## config.mk

```make
export PLATFORM = sky130hd
export DESIGN_NAME = mul_share_arb
export DESIGN_NICKNAME = d
export VERILOG_FILES = /design/src/rtl/mul_arb_pkg.sv /design/src/rtl/mul_acc.sv /design/src/rtl/mul_share_arb.sv
export SDC_FILE = /design/constraint.sdc
export NUM_CORES = 2
export LEC_CHECK = 0
export ABC_AREA = 1
export CAP_MARGIN = 25
export CORE_ASPECT_RATIO = 1.4
export CORE_UTILIZATION = 53
export CTS_CLUSTER_DIAMETER = 150
export DETAILED_ROUTE_END_ITERATION = 10
export HOLD_SLACK_MARGIN = 0.12
export PLACE_DENSITY = 0.77
export REMOVE_ABC_BUFFERS = 1
export SETUP_SLACK_MARGIN = 0.02
export SLEW_MARGIN = 5
export SYNTH_ARGS = -nofsm -noshare
export SYNTH_HDL_FRONTEND = slang
export SYNTH_SLANG_ARGS = --single-unit
```

## constraint.sdc

```tcl
create_clock -name clk -period 6 [get_ports clk]
set_clock_uncertainty 0.05 [all_clocks]
set_input_delay 0.9 -clock clk [delete_from_list [all_inputs] [get_ports clk]]
set_output_delay 0.9 -clock clk [all_outputs]
set_load 0.005 [all_outputs]
```

## src/rtl/mul_arb_pkg.sv

```systemverilog
// rtl/mul_arb_pkg.sv - shared types and constants for the multiplier-sharing arbiter
//
// Contents:
//   state_e  - sequencer states (IDLE, CALC, RESP) with fixed 2-bit encoding
//   OPCNT_W  - width of the completed-operation counter
//   idw_f    - requester-ID width for a given requester count
package mul_arb_pkg;

  typedef enum logic [1:0] {
    ST_IDLE = 2'b00,
    ST_CALC = 2'b01,
    ST_RESP = 2'b10
  } state_e;

  localparam int OPCNT_W = 16;

  // A single requester still needs a one-bit ID field so port widths stay legal.
  function automatic int idw_f(input int nreq);
    return (nreq > 1) ? $clog2(nreq) : 1;
  endfunction

endpackage

```

## src/rtl/mul_acc.sv

```systemverilog
// rtl/mul_acc.sv - truncating unsigned multiplier shared by the arbiter
//
// Ports:
//   a  in  BWOP  operand A
//   b  in  BWOP  operand B
//   c  out BWOP  low BWOP bits of a*b
module mul_acc #(
  parameter int BWOP = 32,
  parameter int NAB  = 1
) (
  input  logic [BWOP-1:0] a,
  input  logic [BWOP-1:0] b,
  output logic [BWOP-1:0] c
);

  // This is the accurate variant: every approximate-bit count in range gives
  // the exact truncated product. An out-of-range NAB drives zero so that a
  // misconfigured instance is obvious rather than silently plausible.
  if (NAB >= 0 && NAB <= BWOP) begin : g_exact
    assign c = a * b;
  end else begin : g_bad_cfg
    assign c = '0;
  end

endmodule

```

## src/rtl/mul_share_arb.sv

```systemverilog
// rtl/mul_share_arb.sv - round-robin sequencer sharing one mul_acc among NREQ requesters
//
// Ports:
//   clk        in   1          clock, all state on rising edge
//   rst        in   1          synchronous active-high reset
//   req_valid  in   NREQ       per-requester operand valid
//   req_ready  out  NREQ       per-requester accept strobe, one-hot or zero
//   req_a      in   NREQ*BWOP  packed operand A, requester i at [i*BWOP +: BWOP]
//   req_b      in   NREQ*BWOP  packed operand B, same packing
//   rsp_valid  out  1          result valid
//   rsp_ready  in   1          consumer accepts result
//   rsp_c      out  BWOP       truncated product
//   rsp_id     out  IDW        requester that owns rsp_c
//   op_count   out  16         completed-operation counter, wraps
module mul_share_arb
  import mul_arb_pkg::*;
#(
  parameter int  BWOP = 32,
  parameter int  NAB  = 1,
  parameter int  NREQ = 4,
  localparam int IDW  = idw_f(NREQ)
) (
  input  logic                 clk,
  input  logic                 rst,
  input  logic [NREQ-1:0]      req_valid,
  output logic [NREQ-1:0]      req_ready,
  input  logic [NREQ*BWOP-1:0] req_a,
  input  logic [NREQ*BWOP-1:0] req_b,
  output logic                 rsp_valid,
  input  logic                 rsp_ready,
  output logic [BWOP-1:0]      rsp_c,
  output logic [IDW-1:0]       rsp_id,
  output logic [OPCNT_W-1:0]   op_count
);

  state_e               state_q, state_d;
  logic [IDW-1:0]       rr_ptr_q, rr_ptr_d;
  logic [BWOP-1:0]      op_a_q, op_a_d;
  logic [BWOP-1:0]      op_b_q, op_b_d;
  logic [IDW-1:0]       cur_id_q, cur_id_d;
  logic                 rsp_valid_q, rsp_valid_d;
  logic [BWOP-1:0]      rsp_c_q, rsp_c_d;
  logic [IDW-1:0]       rsp_id_q, rsp_id_d;
  logic [OPCNT_W-1:0]   op_count_q, op_count_d;

  logic                 win_found;
  logic [IDW-1:0]       win_idx;
  logic                 arb_en;
  logic                 grant;
  logic [IDW-1:0]       win_next;
  logic [BWOP-1:0]      win_a, win_b;
  logic [BWOP-1:0]      mul_c;

  // Returns {found, index} of the first asserted valid bit, scanning from ptr
  // upward and wrapping modulo NREQ (NREQ need not be a power of two).
  function automatic logic [IDW:0] rr_pick(input logic [NREQ-1:0] valid,
                                           input logic [IDW-1:0]  ptr);
    logic           found;
    logic [IDW-1:0] idx;
    int unsigned    j;
    found = 1'b0;
    idx   = '0;
    for (int k = 0; k < NREQ; k++) begin
      j = (32'(ptr) + 32'(k)) % 32'(NREQ);
      if (!found && valid[j]) begin
        found = 1'b1;
        idx   = j[IDW-1:0];
      end
    end
    return {found, idx};
  endfunction

  assign {win_found, win_idx} = rr_pick(req_valid, rr_ptr_q);

  // A new operand pair can only be taken when the pipeline slot is free: in
  // IDLE, or in RESP on the very cycle the held result is being consumed.
  always_comb begin
    arb_en = 1'b0;
    case (state_q)
      ST_IDLE: arb_en = 1'b1;
      ST_RESP: arb_en = rsp_ready;
      default: arb_en = 1'b0;
    endcase
  end

  // Gating with rst keeps req_ready low in the reset cycle, so no requester
  // believes it was accepted while the capture is being discarded.
  assign grant     = arb_en & win_found & ~rst;
  assign req_ready = grant ? (NREQ'(1) << win_idx) : '0;

  assign win_a    = req_a[int'(win_idx)*BWOP +: BWOP];
  assign win_b    = req_b[int'(win_idx)*BWOP +: BWOP];
  assign win_next = (win_idx == IDW'(NREQ - 1)) ? '0 : win_idx + 1'b1;

  mul_acc #(
    .BWOP (BWOP),
    .NAB  (NAB)
  ) u_mul (
    .a (op_a_q),
    .b (op_b_q),
    .c (mul_c)
  );

  always_comb begin
    state_d     = state_q;
    rr_ptr_d    = rr_ptr_q;
    op_a_d      = op_a_q;
    op_b_d      = op_b_q;
    cur_id_d    = cur_id_q;
    rsp_valid_d = rsp_valid_q;
    rsp_c_d     = rsp_c_q;
    rsp_id_d    = rsp_id_q;
    op_count_d  = op_count_q;

    case (state_q)
      ST_IDLE: begin
        if (grant) begin
          op_a_d   = win_a;
          op_b_d   = win_b;
          cur_id_d = win_idx;
          rr_ptr_d = win_next;
          state_d  = ST_CALC;
        end
      end

      ST_CALC: begin
        rsp_c_d     = mul_c;
        rsp_id_d    = cur_id_q;
        rsp_valid_d = 1'b1;
        state_d     = ST_RESP;
      end

      ST_RESP: begin
        if (rsp_ready) begin
          op_count_d  = op_count_q + 1'b1;
          rsp_valid_d = 1'b0;
          if (grant) begin
            op_a_d   = win_a;
            op_b_d   = win_b;
            cur_id_d = win_idx;
            rr_ptr_d = win_next;
            state_d  = ST_CALC;
          end else begin
            state_d = ST_IDLE;
          end
        end
      end

      default: begin
        rsp_valid_d = 1'b0;
        state_d     = ST_IDLE;
      end
    endcase
  end

  always_ff @(posedge clk) begin
    if (rst) begin
      state_q     <= ST_IDLE;
      rr_ptr_q    <= '0;
      op_a_q      <= '0;
      op_b_q      <= '0;
      cur_id_q    <= '0;
      rsp_valid_q <= 1'b0;
      rsp_c_q     <= '0;
      rsp_id_q    <= '0;
      op_count_q  <= '0;
    end else begin
      state_q     <= state_d;
      rr_ptr_q    <= rr_ptr_d;
      op_a_q      <= op_a_d;
      op_b_q      <= op_b_d;
      cur_id_q    <= cur_id_d;
      rsp_valid_q <= rsp_valid_d;
      rsp_c_q     <= rsp_c_d;
      rsp_id_q    <= rsp_id_d;
      op_count_q  <= op_count_d;
    end
  end

  assign rsp_valid = rsp_valid_q;
  assign rsp_c     = rsp_c_q;
  assign rsp_id    = rsp_id_q;
  assign op_count  = op_count_q;

endmodule

```

---- Word-level counts from Yosys, hierarchy flattened ----
Index checks and enable logic that the tools add are counted.
Widths: inputs -> output; s select.
storage, ports and cells
  bits in registers ....................... 121
  word-level logic and storage cells ...... 80
cells by class
  add/sub/neg operators ................... 5
  $mul .................................... 1
  $lt $le $gt $ge ......................... 4
  equal/unequal tests ..................... 5
  shifts and indexed selects .............. 3
  multiplexer cells ....................... 37
  bitwise logic cells ..................... 4
  reductions and logical operators ........ 12
operators with widths
  operator               number
  $shiftx 128x8->32      2
  $mux 32                4
  $pmux 32 s2            2
  $mul 32x32->32         1
  $mux 2                 11
  $add 16x1->16 const B  1
  $lt 2x3->1 const B     4
  $mux 1                 10
  $bmux 1 s2             4
  $pmux 2 s2             2
  $reduce_and 2->1       4
  $pmux 2 s3             1
  $add 2x1->2 const B    2
  $add 2x2->2 const B    2
  $eq 2x2->1 const B     2
  $mux 4                 1
  $ne 2x2->1 const B     2
  $shl 1x2->4 const A    1
  $logic_and 1x1->1      3
  $logic_not 1->1        3
  $pmux 1 s3             1
  $and 1x1->1            2
  $eq 2x1->1 const B     1
  $logic_not 2->1        1
  other kinds (3)        4

---- Depth between registers and ports, before layout ----
  depth after elaboration ................. 17
  mapped depth ............................ 35
  depth with buffers taken out ............ 34

---- Hierarchy ----
Synthesis repeated with hierarchy kept, for this count alone.
unflattened totals
  cell total of the unflattened synthesis .. 3429
  area total of the unflattened synthesis .. 23973.0 µm²
modules (own cells, without submodules)
  module         instances  cells each  area an instance (µm²)  sequential area each (µm²)
  mul_acc        1          2370        17164.0                 0.0
  mul_share_arb  1          1059        6809.0                  2422.3

---- Worst setup path after synthesis ----
No wires, ideal clock.
  path kind ............................... register to register
  start ................................... reg op_b_q[6]
  end ..................................... reg rsp_c_q[26] (netlist: rsp_c[26])
  setup time .............................. 109 ps
  arrival ................................. 6362 ps
  setup slack ............................. -521 ps
  stages on the path, launching flop included .. 28
  buffers on the path ..................... 2
  clock period less this slack ............ 6521 ps
  path through ............................ dfxtp_1 clkbuf_1 buf_1 nand2_1 inv_1 fa_1 fa_1 fa_1 inv_1 fa_1 inv_1 fa_1 inv_1 fa_1 inv_1 fa_1 fa_1 ha_1 a21oi_1 o21ai_0 a21oi_1 nand3_1 a21o_1 a21oi_1 xor2_1 nand2_1 nand2_1 inv_1
on the way
  longest elaborated chain between the ends .. 1
ends and longest elaborated chain
  what                    line                  text
  from (decl)             mul_share_arb.sv:39   logic [BWOP-1:0] op_b_q, op_b_d;
  from (signal assigned)  mul_share_arb.sv:171  op_b_q <= op_b_d;
  $mul 32x32->32          mul_acc.sv:20         assign c = a * b;
  to (signal assigned)    mul_share_arb.sv:174  rsp_c_q <= rsp_c_d;
  to (decl)               mul_share_arb.sv:42   logic [BWOP-1:0] rsp_c_q, rsp_c_d;
Every way passes these cells.
A chain may end at the register's enable or synchronous reset.

---- Final worst setup path ----
  start ................................... reg op_b_q[2]
  end ..................................... reg rsp_c_q[26] (netlist: rsp_c[26])
The elaborated chain is that of the path after synthesis.

==> results.sh <==
export IMPL_critPathMaxFanout=7
export IMPL_synth_ff_type="dfxtp_1"
export IMPL_die_w_um=183
export IMPL_dpl_cell_count=4537
export IMPL_gp_congestion=0.959
export IMPL_grtUsageTotal_pct=32.7
export IMPL_clk_insertion_delay_late_ns=0.47
export IMPL_hp_start="rsp_c[0]"
export IMPL_synth_edf_count=0
export IMPL_worst_setup_path_type="reg -> reg"
export IMPL_io_buffer_count=317
export IMPL_setup_ws_ns=-0.713
export IMPL_slew_limit_headroom_pct=36.8
export IMPL_yosys_area_top_type="fa_1"
export IMPL_maxSlewViolCount=0
export IMPL_end_kind="register"
export IMPL_violations="setup timing"
export IMPL_grt_start_max_net_pins=116
export IMPL_r2r_setup_slack_ns=-0.71
export IMPL_hp_class="reg -> reg"
export IMPL_antennaDiodeCount=0
export IMPL_synth_cells=3534
export IMPL_area_growth_pct=32.5
export IMPL_rsz0062_at_grt="yes"
export IMPL_maxCapViolCount=0
export IMPL_cts_root_buf="clkbuf_16"
export IMPL_dieArea_mm2=0.0466
export IMPL_die_h_um=255
export IMPL_synthArstFlopShare_pct=0
export IMPL_ys_ff_latch=121
export IMPL_crit_start="op_b_q[2]"
export IMPL_yosys_top_cells_count="1055 x nand2_1, 875 x inv_1, 408 x fa_1, 231 x nor2_1, 189 x nand3_1"
export IMPL_coreArea_mm2=0.0450
export IMPL_grt_first_pass_wirelength_um=119000
export IMPL_ios=318
export IMPL_viasPerCell=5.16
export IMPL_numCtsBuffers=17
export IMPL_antenna_found_initial=2
export IMPL_tightest_slew_ns=0.947
export IMPL_synth_top_cell_area_share_pct=33.7
export IMPL_routedWlPerCell_um=16.9
export IMPL_hold_buffers=0
export IMPL_finalSetupViolCount=19
export IMPL_clk_path_buf_depth=2
export IMPL_fmax_mhz=149
export IMPL_cp_start_kind="register"
export IMPL_ant_nets=0
export IMPL_clkTransAtPathRegs_ns=0.06
export IMPL_hpwl_um=56200
export IMPL_drc=0
export IMPL_grt_overflow_total=0
export IMPL_hold_viol=0
export IMPL_syn_area_per_cell_um2=6.85
export IMPL_synth_cell_types=43
export IMPL_final_cells=4616
export IMPL_netlist_area_mm2=0.0242
export IMPL_yosys_cell_count_top_type="nand2_1"
export IMPL_min_period_over_period_pct=112
export IMPL_cts_sinks=121
export IMPL_r2r_start="op_b_q[2]"
export IMPL_start_util_pct=53.8
export IMPL_routed_wl_um=78200
export IMPL_grt_pass1_vias=24050
export IMPL_htreeDepth=4
export IMPL_synth_area_leaders="fa_1 34%, nand2_1 16%, inv_1 14%"
export IMPL_critPathArrivalTime_ns=7.02
export IMPL_synth_warnings=0
export IMPL_finalCriticalPeriod_ns=6.71
export IMPL_fin_nets=4791
export IMPL_tritoncts="yes"
export IMPL_drt_iter0_markers=1723
export IMPL_layout_drive_gt1_share_pct=16.5
export IMPL_seq_area_frac_synth_pct=10.0
export IMPL_dr_pass1_iters=8
export IMPL_status="finished, violations left"
export IMPL_cp_required_ns=6.30
export IMPL_row_count=92
export IMPL_dr_total_vias=23835
-- state kept, by name (all words and copies together), names as in the netlist --
register / cells
op_b_q: 32
op_a_q: 32
rsp_valid: 1
rr_ptr_q: 2
rsp_c: 32
op_count: 16
state_q: 2
cur_id_q: 2
rsp_id: 2
-- what timing repair did --
item                                    in CTS  in global routing
hold endpoints to repair                     0                  0
gates cloned                                 1                  3
gates resized for setup                    168                235
endpoints found under the setup margin      20                 22
pin swaps                                  113                167
buffers inserted                            23                 24
-- layout make-up --
type                    instances  area, µm²
clock buffers                  18        439
flip-flops and latches        121       2500
well taps                     611        764
clock inverters                14        164
repair buffers                623       6220
fillers                      3352      12900
inverters                     881       3320
multi-input cells            2348      18700
-- cell usage in the layout, fill, tap and decap left out, types with 6 or more instances in the layout --
| master | instances |
|---|---|
| a21oi_2 | 18 |
| nand2_2 | 30 |
| dfxtp_1 | 90 |
| or2_2 | 43 |
| buf_4 | 220 |
| dfxtp_4 | 16 |
| nand3_1 | 186 |
| a21oi_4 | 6 |
| fa_1 | 361 |
| or2_0 | 51 |
| nor2_1 | 215 |
| buf_6 | 38 |
| nor3_1 | 8 |
| fa_2 | 47 |
| or2_1 | 34 |
| nand2_4 | 9 |
| nor2_4 | 7 |
| clkbuf_16 | 20 |
| xor2_1 | 17 |
| inv_2 | 57 |
| nand2_1 | 1018 |
| inv_1 | 820 |
| clkdlybuf4s50_1 | 316 |
| o21ai_0 | 29 |
| o21ai_2 | 6 |
| buf_12 | 38 |
| a21oi_1 | 26 |
| nor2_2 | 10 |
| ha_1 | 104 |
| xnor2_1 | 15 |
| dfxtp_2 | 15 |
| ha_4 | 24 |
| nand4_1 | 12 |
| o21ai_1 | 21 |
-- metal layers --
metal	part of all wire (%)	routed length, µm	GRT usage (%)
met5	0	0	0
met4	8.1	6330	22.4
met3	7.0	5510	4.75
met2	50	39300	58.4
met1	35	27100	35.9
-- worst max-delay path, stage by stage, from the launching register on --
cell and delay [ns]:
dfxtp_4 0.38, buf_6 0.12, nand2_2 0.06, inv_2 0.04
fa_1 0.52, inv_1 0.05, fa_1 0.49, fa_1 0.46
fa_1 0.58, inv_2 0.06, fa_1 0.51, inv_2 0.04
fa_1 0.51, inv_1 0.07, fa_1 0.40, fa_1 0.55
ha_4 0.33, nand4_1 0.18, nor3_4 0.23, nand4_1 0.23
nand3_2 0.16, a21o_1 0.20, a21oi_2 0.08, xor2_1 0.14
nand2_1 0.06, nand2_1 0.07, inv_1 0.04
-- through the flow --
step                      cell area, µm²  setup WS, ns  setup TNS (ns)  utilization (%)  hold slack (ns)
after detailed placement           29700        -0.936          -10.39             66.0            0.409
after CTS                          31100        -0.560           -5.43             69.2            0.418
after global routing               32100        -0.878          -11.18             71.3            0.448
final                              32100        -0.713           -7.81             71.3            0.417
after floorplan                    23400        -0.504           -4.93                -            0.400
after global placement             29700        -0.759           -7.56             66.0            0.405
-- cells by family (layout without fill, tap and decap cells) --
kind of cell               count (synthesis)  count (layout)  synth area share (%)
adders and majority gates                536             536                  40.3
xor gates and xnor gates                  37              37                  1.37
and+or+nand+nor                         1642            1642                  28.2
AOI/OAI and AO/OA                        133             133                  3.02
DFF                                      121             121                  10.0
buffers and inverters                   1065            1536                  17.1
-- path summary, 6_finish.rpt --
path,end,cells past startpoint
worst max register to register,rsp_c[26],26
worst min register to register,rsp_c[0],2
worst max-delay path,rsp_c[26],26
worst min-delay path,rsp_c[0],2
Power is left out: the tool's default activity adds up to more than one toggle a clock period on the data nets, which glitch-free logic cannot reach.
